===== src/rtl/types.sv =====
// rtl/types.sv - shared enums for the iterative divider (op codes and FSM states)
package types;

  typedef enum logic [1:0] {
    DIV  = 2'd0,
    DIVU = 2'd1,
    REM  = 2'd2,
    REMU = 2'd3
  } div_op_t;

  typedef enum logic [1:0] {
    IDLE = 2'd0,
    CALC = 2'd1,
    DONE = 2'd2
  } div_state_t;

  function automatic logic is_signed_op(input div_op_t op);
    return (op == DIV) || (op == REM);
  endfunction

  function automatic logic is_rem_op(input div_op_t op);
    return (op == REM) || (op == REMU);
  endfunction

endpackage


===== src/rtl/iter_div_step.sv =====
// rtl/iter_div_step.sv - one combinational radix-2 restoring division step
module iter_div_step #(
  parameter int XLEN = 32
) (
  input  logic [XLEN-1:0] rem_in,
  input  logic [XLEN-1:0] quo_in,
  input  logic [XLEN-1:0] divisor,
  output logic [XLEN-1:0] rem_out,
  output logic [XLEN-1:0] quo_out
);

  logic [XLEN:0] shifted;
  logic [XLEN:0] diff;

  assign shifted = {rem_in, quo_in[XLEN-1]};
  assign diff    = shifted - {1'b0, divisor};

  // diff[XLEN] set means the trial subtraction went negative: restore
  always_comb begin
    rem_out = shifted[XLEN-1:0];
    quo_out = {quo_in[XLEN-2:0], 1'b0};
    if (!diff[XLEN]) begin
      rem_out = diff[XLEN-1:0];
      quo_out = {quo_in[XLEN-2:0], 1'b1};
    end
  end

endmodule


===== src/rtl/iter_div_unit.sv =====
// rtl/iter_div_unit.sv - multi-cycle RV32M DIV/DIVU/REM/REMU unit with pipeline stall
// Optional DIV_EARLY_OUT_EN: divide-by-zero, signed overflow and divide-by-one skip the iteration.
module iter_div_unit
  import types::*;
#(
  parameter int XLEN = 32
) (
  input  logic            i_clk,
  input  logic            i_rst,
  input  logic            i_en,
  input  logic [1:0]      i_op,
  input  logic [XLEN-1:0] i_dividend,
  input  logic [XLEN-1:0] i_divisor,
  output logic [XLEN-1:0] o_result,
  output logic            o_stall,
  output logic            o_we,
  output logic            o_busy
);

  if (XLEN < 2) begin : g_xlen_check
    $error("iter_div_unit: XLEN must be >= 2");
  end

  localparam int CNT_W = $clog2(XLEN);
  localparam logic [CNT_W-1:0] LAST_STEP = CNT_W'(XLEN - 1);
  localparam logic [XLEN-1:0] MIN_NEG = {1'b1, {(XLEN-1){1'b0}}};
  localparam logic [XLEN-1:0] ONE = {{(XLEN-1){1'b0}}, 1'b1};

  div_state_t      r_state, nxt_state;
  logic [CNT_W-1:0] r_cnt;
  div_op_t         r_op;
  logic            r_neg_q, r_neg_r, r_div0, r_ovf;
  logic [XLEN-1:0] r_rem, r_quo, r_dsr, r_dvd;

  div_op_t         op_in;
  logic            in_signed, a_neg, b_neg, in_div0, in_ovf, early;
  logic [XLEN-1:0] abs_a, abs_b;
  logic [XLEN-1:0] s_rem, s_quo;
  logic [XLEN-1:0] q_fix, r_fix;

  assign op_in     = div_op_t'(i_op);
  assign in_signed = is_signed_op(op_in);
  assign a_neg     = in_signed & i_dividend[XLEN-1];
  assign b_neg     = in_signed & i_divisor[XLEN-1];
  assign abs_a     = a_neg ? -i_dividend : i_dividend;
  assign abs_b     = b_neg ? -i_divisor : i_divisor;
  assign in_div0   = (i_divisor == '0);
  assign in_ovf    = in_signed && (i_dividend == MIN_NEG) && (i_divisor == '1);

`ifdef DIV_EARLY_OUT_EN
  // quotient register already holds |dividend| and remainder 0, which is the divide-by-one answer
  assign early = in_div0 | in_ovf | (i_divisor == ONE);
`else
  assign early = 1'b0;
`endif

  iter_div_step #(.XLEN(XLEN)) u_step (
    .rem_in  (r_rem),
    .quo_in  (r_quo),
    .divisor (r_dsr),
    .rem_out (s_rem),
    .quo_out (s_quo)
  );

  always_ff @(posedge i_clk) begin
    if (i_rst) begin
      r_state <= IDLE;
      r_cnt   <= '0;
      r_op    <= DIV;
      r_neg_q <= 1'b0;
      r_neg_r <= 1'b0;
      r_div0  <= 1'b0;
      r_ovf   <= 1'b0;
      r_rem   <= '0;
      r_quo   <= '0;
      r_dsr   <= '0;
      r_dvd   <= '0;
    end else begin
      r_state <= nxt_state;
      if (r_state == IDLE && i_en) begin
        r_cnt   <= '0;
        r_op    <= op_in;
        r_neg_q <= a_neg ^ b_neg;
        r_neg_r <= a_neg;
        r_div0  <= in_div0;
        r_ovf   <= in_ovf;
        r_rem   <= '0;
        r_quo   <= abs_a;
        r_dsr   <= abs_b;
        r_dvd   <= i_dividend;
      end else if (r_state == CALC) begin
        r_rem <= s_rem;
        r_quo <= s_quo;
        r_cnt <= r_cnt + 1'b1;
      end
    end
  end

  always_comb begin
    nxt_state = r_state;
    o_stall   = 1'b0;
    o_we      = 1'b0;
    unique case (r_state)
      IDLE: begin
        if (i_en) begin
          o_stall   = 1'b1;
          nxt_state = early ? DONE : CALC;
        end
      end
      CALC: begin
        o_stall = 1'b1;
        if (r_cnt == LAST_STEP) nxt_state = DONE;
      end
      DONE: begin
        o_we      = 1'b1;
        nxt_state = IDLE;
      end
      default: nxt_state = IDLE;
    endcase
    // a reset cycle must never stall the pipe or retire a result
    if (i_rst) begin
      o_stall = 1'b0;
      o_we    = 1'b0;
    end
  end

  always_comb begin
    q_fix = r_neg_q ? -r_quo : r_quo;
    r_fix = r_neg_r ? -r_rem : r_rem;
    if (r_div0) begin
      q_fix = '1;
      r_fix = r_dvd;
    end else if (r_ovf) begin
      q_fix = MIN_NEG;
      r_fix = '0;
    end
  end

  assign o_result = o_we ? (is_rem_op(r_op) ? r_fix : q_fix) : '0;
  assign o_busy   = (r_state != IDLE);

endmodule

===== config.mk =====
export PLATFORM = sky130hd
export DESIGN_NAME = iter_div_unit
export DESIGN_NICKNAME = d
export VERILOG_FILES = /design/src/rtl/types.sv /design/src/rtl/iter_div_step.sv /design/src/rtl/iter_div_unit.sv
export SDC_FILE = /design/constraint.sdc
export NUM_CORES = 1
export LEC_CHECK = 0
export CAP_MARGIN = 25
export CELL_PAD_IN_SITES_DETAIL_PLACEMENT = 1
export CELL_PAD_IN_SITES_GLOBAL_PLACEMENT = 1
export CORE_ASPECT_RATIO = 0.75
export CORE_MARGIN = 3
export CORE_UTILIZATION = 39
export DETAILED_ROUTE_END_ITERATION = 12
export PLACE_DENSITY = 0.75
export SLEW_MARGIN = 20
export SYNTH_ARGS = -nofsm -noshare
export SYNTH_HDL_FRONTEND = slang
export SYNTH_HIERARCHICAL = 1
export SYNTH_SLANG_ARGS = --single-unit

===== constraint.sdc =====
create_clock -name i_clk -period 3.1 [get_ports i_clk]
set_input_delay 0.62 -clock i_clk [delete_from_list [all_inputs] [get_ports i_clk]]
set_output_delay 0.62 -clock i_clk [all_outputs]
set_load 0.005 [all_outputs]

==> results.txt <==
DR WL/cell: 26.71 um
Fmax: 280.0 MHz
TritonCTS clock tree: done
Compound-Gate Fraction of Synth Area: 24.89%
Die area: 30840 um^2
Routed via count: 13860
Cell total after placement: 2155
Most frequent cell after synthesis: nand2_1
CP Capture Type: output port
Overall fraction of global-route tracks in use: 34.33%
Core Region: 28180 um^2
Relative slew slack: 45.29%
# clock sinks: 140
Initial antenna violation count: 1
DRC violations left: 0
Most frequent cells after synthesis: nand2_1, a21oi_1, dfxtp_1, nor2_1, clkbuf_1
Violated checks: negative setup slack
Synth Net Count: 1644
Top_reg_cell synth: dfxtp_1
Unique masters post-synth: 79
Area grow syn2layout: 51.32%
RSZ-0062 raised after global routing: yes
Post-DP HPWL: 39.58 mm
Clk Latency, worst-skew pair: 440 ps
Slowest CP cell: dfxtp_4
Post-Layout Cell Count: 2245
Root Buffer: clkbuf_16
Largest family of logic cells by synthesized area: compound AO/OA/AOI/OAI gates
First-pass GRT wire length: 82.57 mm
Final Skew: 12.53 ps
Crit path max fanout: 3
Number of global-route vias before repair: 13420
WL met2: 25.86 mm
Area leader, netlist: dfxtp_1
Slew @ Worst Pin: 818.9 ps
Total iterations of the first detailed-routing run: 6
Die height: 152.8 um
Status: finished with violations
Maximum vdd drop: 0.4684 mV
Layout cells sized above 1: 36.83%
Main area contributors after synthesis: dfxtp_1, nand2_1, a21oi_1
Final setup margin: -471.1 ps
Area after DPL: 14120 um^2
Count of final setup violators: 57
Yosys top cell area share: 24.99%
Final Critical Period: 3571 ps
Initial Util: 39.79%
Hold crit path type: register to register
Violation count after the first detailed-routing iteration: 1405
Post-layout util: 60.20%
XOR/XNOR Fraction of Synth Area: 10.54%
WS Path Type: register to output port
H-tree levels: 4
Port bufs: 103
Synth Register Bits: 140
Post-synth EDFFs: 0
Final Hold Viols: 0
IO Pins: 104
Type of origin of the critical path: register
Register area share after synthesis: 24.99%
Critical path required time: 2480 ps
Antenna Violating Nets Remaining: 0
Yosys warns: 6
Mux share of post-synthesis cell area: 4.374%
Maximum Capacitance Violations: 0
Routed WL: 59.97 mm
Critical path buffers and inverters: 4
Gr ovfl total: 0
Mapped cell area: 11210 um^2
P_leak: 6.784 nW
Worst path arrival time: 2950 ps
Post-route cell area: 16970 um^2
Crit-path leading delay family: compound AO/OA/AOI/OAI gates
# nets final: 1958
Most used cell, CP: buf_4
Mapped Cells: 1535
Row count: 53
Gpl congestion: 1.027
Die Span X: 201.8 um
M1 wire length: 25.75 mm
CTS Buf Count: 17
# diodes: 0
CTS hold repair buffers: 0
Place WS: -370.2 ps
Wire length on met3: 6.303 mm
Avg Inst Size Synth: 7.305 um^2
Clock-pin slew of the registers on the worst-case setup and hold paths: 70 ps
CP max stage delay: 370 ps
Fill cell count: 3369
Period utilization: 115.2%
PD cells: 539.8 nW/um^2
Largest net degree at the start of global routing: 58
Via density: 6.171
Max-slew violations: 0
Setup TNS Final: -14960 ps
Simple-Gate Fraction of Synth Area: 23.31%
Max Root-Sink Buffers: 2
Adder-cell share of the synthesized area: 4.530%
Crit path cell chain: inv_4, ha_4, nor3b_4, nand4_1, buf_4, o41ai_4, xor2_1, buf_4, o21a_1, o32ai_2, buf_2
Top Layer Used: met4
Ys async rst share: 0%
==> kinds of logic (layout without fill, tap and decap cells) <==
logic type	Yosys count	count (layout)
AO/OA/AOI/OAI	440	440
XOR/XNOR	135	135
adder cells (fa/ha/maj)	40	40
buffers and inverters	182	507
flip-flops	140	140
multiplexers	39	39
AND/OR/NAND/NOR	559	559
==> area by class of cell <==
cell class	instances	area, um^2	area share (%)
multi-input cells	1213	9250	54.52
repair buffers	423	3562	20.99
flip-flops and latches	140	2848	16.78
well taps	385	481.7	2.839
clock buffers	19	442.9	2.610
inverters	54	221.5	1.305
clock inverters	11	161.4	0.9513
==> repair_timing <==
action                                  CTS  global route
gates cloned                              3             1
endpoints found under the setup margin   64            64
pin swaps                                99            97
gates resized for setup                 284           208
buffers inserted                         43            30
==> where the power goes <==
part	internal [W]	switching, W
Combinational	0.00227	0.00257
Clock	0.00130	0.000933
Sequential	0.00193	0.000156
Total	0.00550	0.00366
==> routing by layer <==
layer | up-vias | global-route usage [%]
li1 | 6085 | -
met1 | 6877 | 49.29
met2 | 720 | 50.77
met3 | 173 | 9.964
met4 | 0 | 7.902
met5 | - | 0
==> path summary, 6_finish.rpt <==
kind            start            to  slack [ps]  depth (start not counted)
max          r_rem[1]  o_result[28]        -470                         11
min          r_dvd[6]      r_dvd[6]         460                          2
max reg2reg  r_rem[0]      r_rem[9]        -320                         15
min reg2reg  r_dvd[6]      r_dvd[6]         460                          2
==> layout by cell type (no fill, tap or decap), types with 12 or more instances in the layout <==
master	n
nor3_1	24
a211oi_1	31
mux2i_1	14
xnor2_2	12
clkbuf_16	18
xor2_1	55
or3_1	14
xnor2_1	57
o31ai_1	16
buf_2	21
o21ai_0	55
mux2_4	23
a21oi_1	105
nor2_1	105
a21oi_2	42
buf_6	27
a31oi_1	12
nand2_1	216
a21o_1	18
nand2_2	23
a311oi_1	12
dfxtp_1	116
clkdlybuf4s50_1	72
buf_4	282
o21ai_2	13
o41ai_4	14
nand3_1	24
ha_1	24
nand4_1	18
o22ai_1	15
dfxtp_2	18
ha_4	14
inv_1	48
==> sequential cells by signal (all words and copies together), names as in the netlist <==
register,cells
r_div0,1
r_ovf,1
r_dsr,32
r_neg_q,1
r_op,1
r_dvd,32
r_neg_r,1
r_quo,32
r_rem,32
r_state,2
r_cnt,5
==> worst register-to-register path, stage by stage, from the launching register on <==
cell	delay, ps
dfxtp_2	380
inv_1	100
fa_2	400
and2b_2	270
o2111ai_4	160
a21oi_4	260
o2111ai_4	190
a211oi_2	260
nor2_2	110
mux2i_2	240
and2_4	240
clkinv_8	100
buf_12	160
mux2_4	300
nand2_1	70
a21oi_1	70
==> stage by stage <==
step / hold WS [ps] / power [W]
4_1_cts: 459.5 / 0.008296
6_report: 459.9 / 0.009159
5_1_grt: 488.1 / 0.009409
3_3_place_gp: 441.4 / 0.005199
2_1_floorplan: 425.0 / 0.004005
3_5_place_dp: 450.4 / 0.005293
Note: power is estimated with default switching activity, not from simulation.
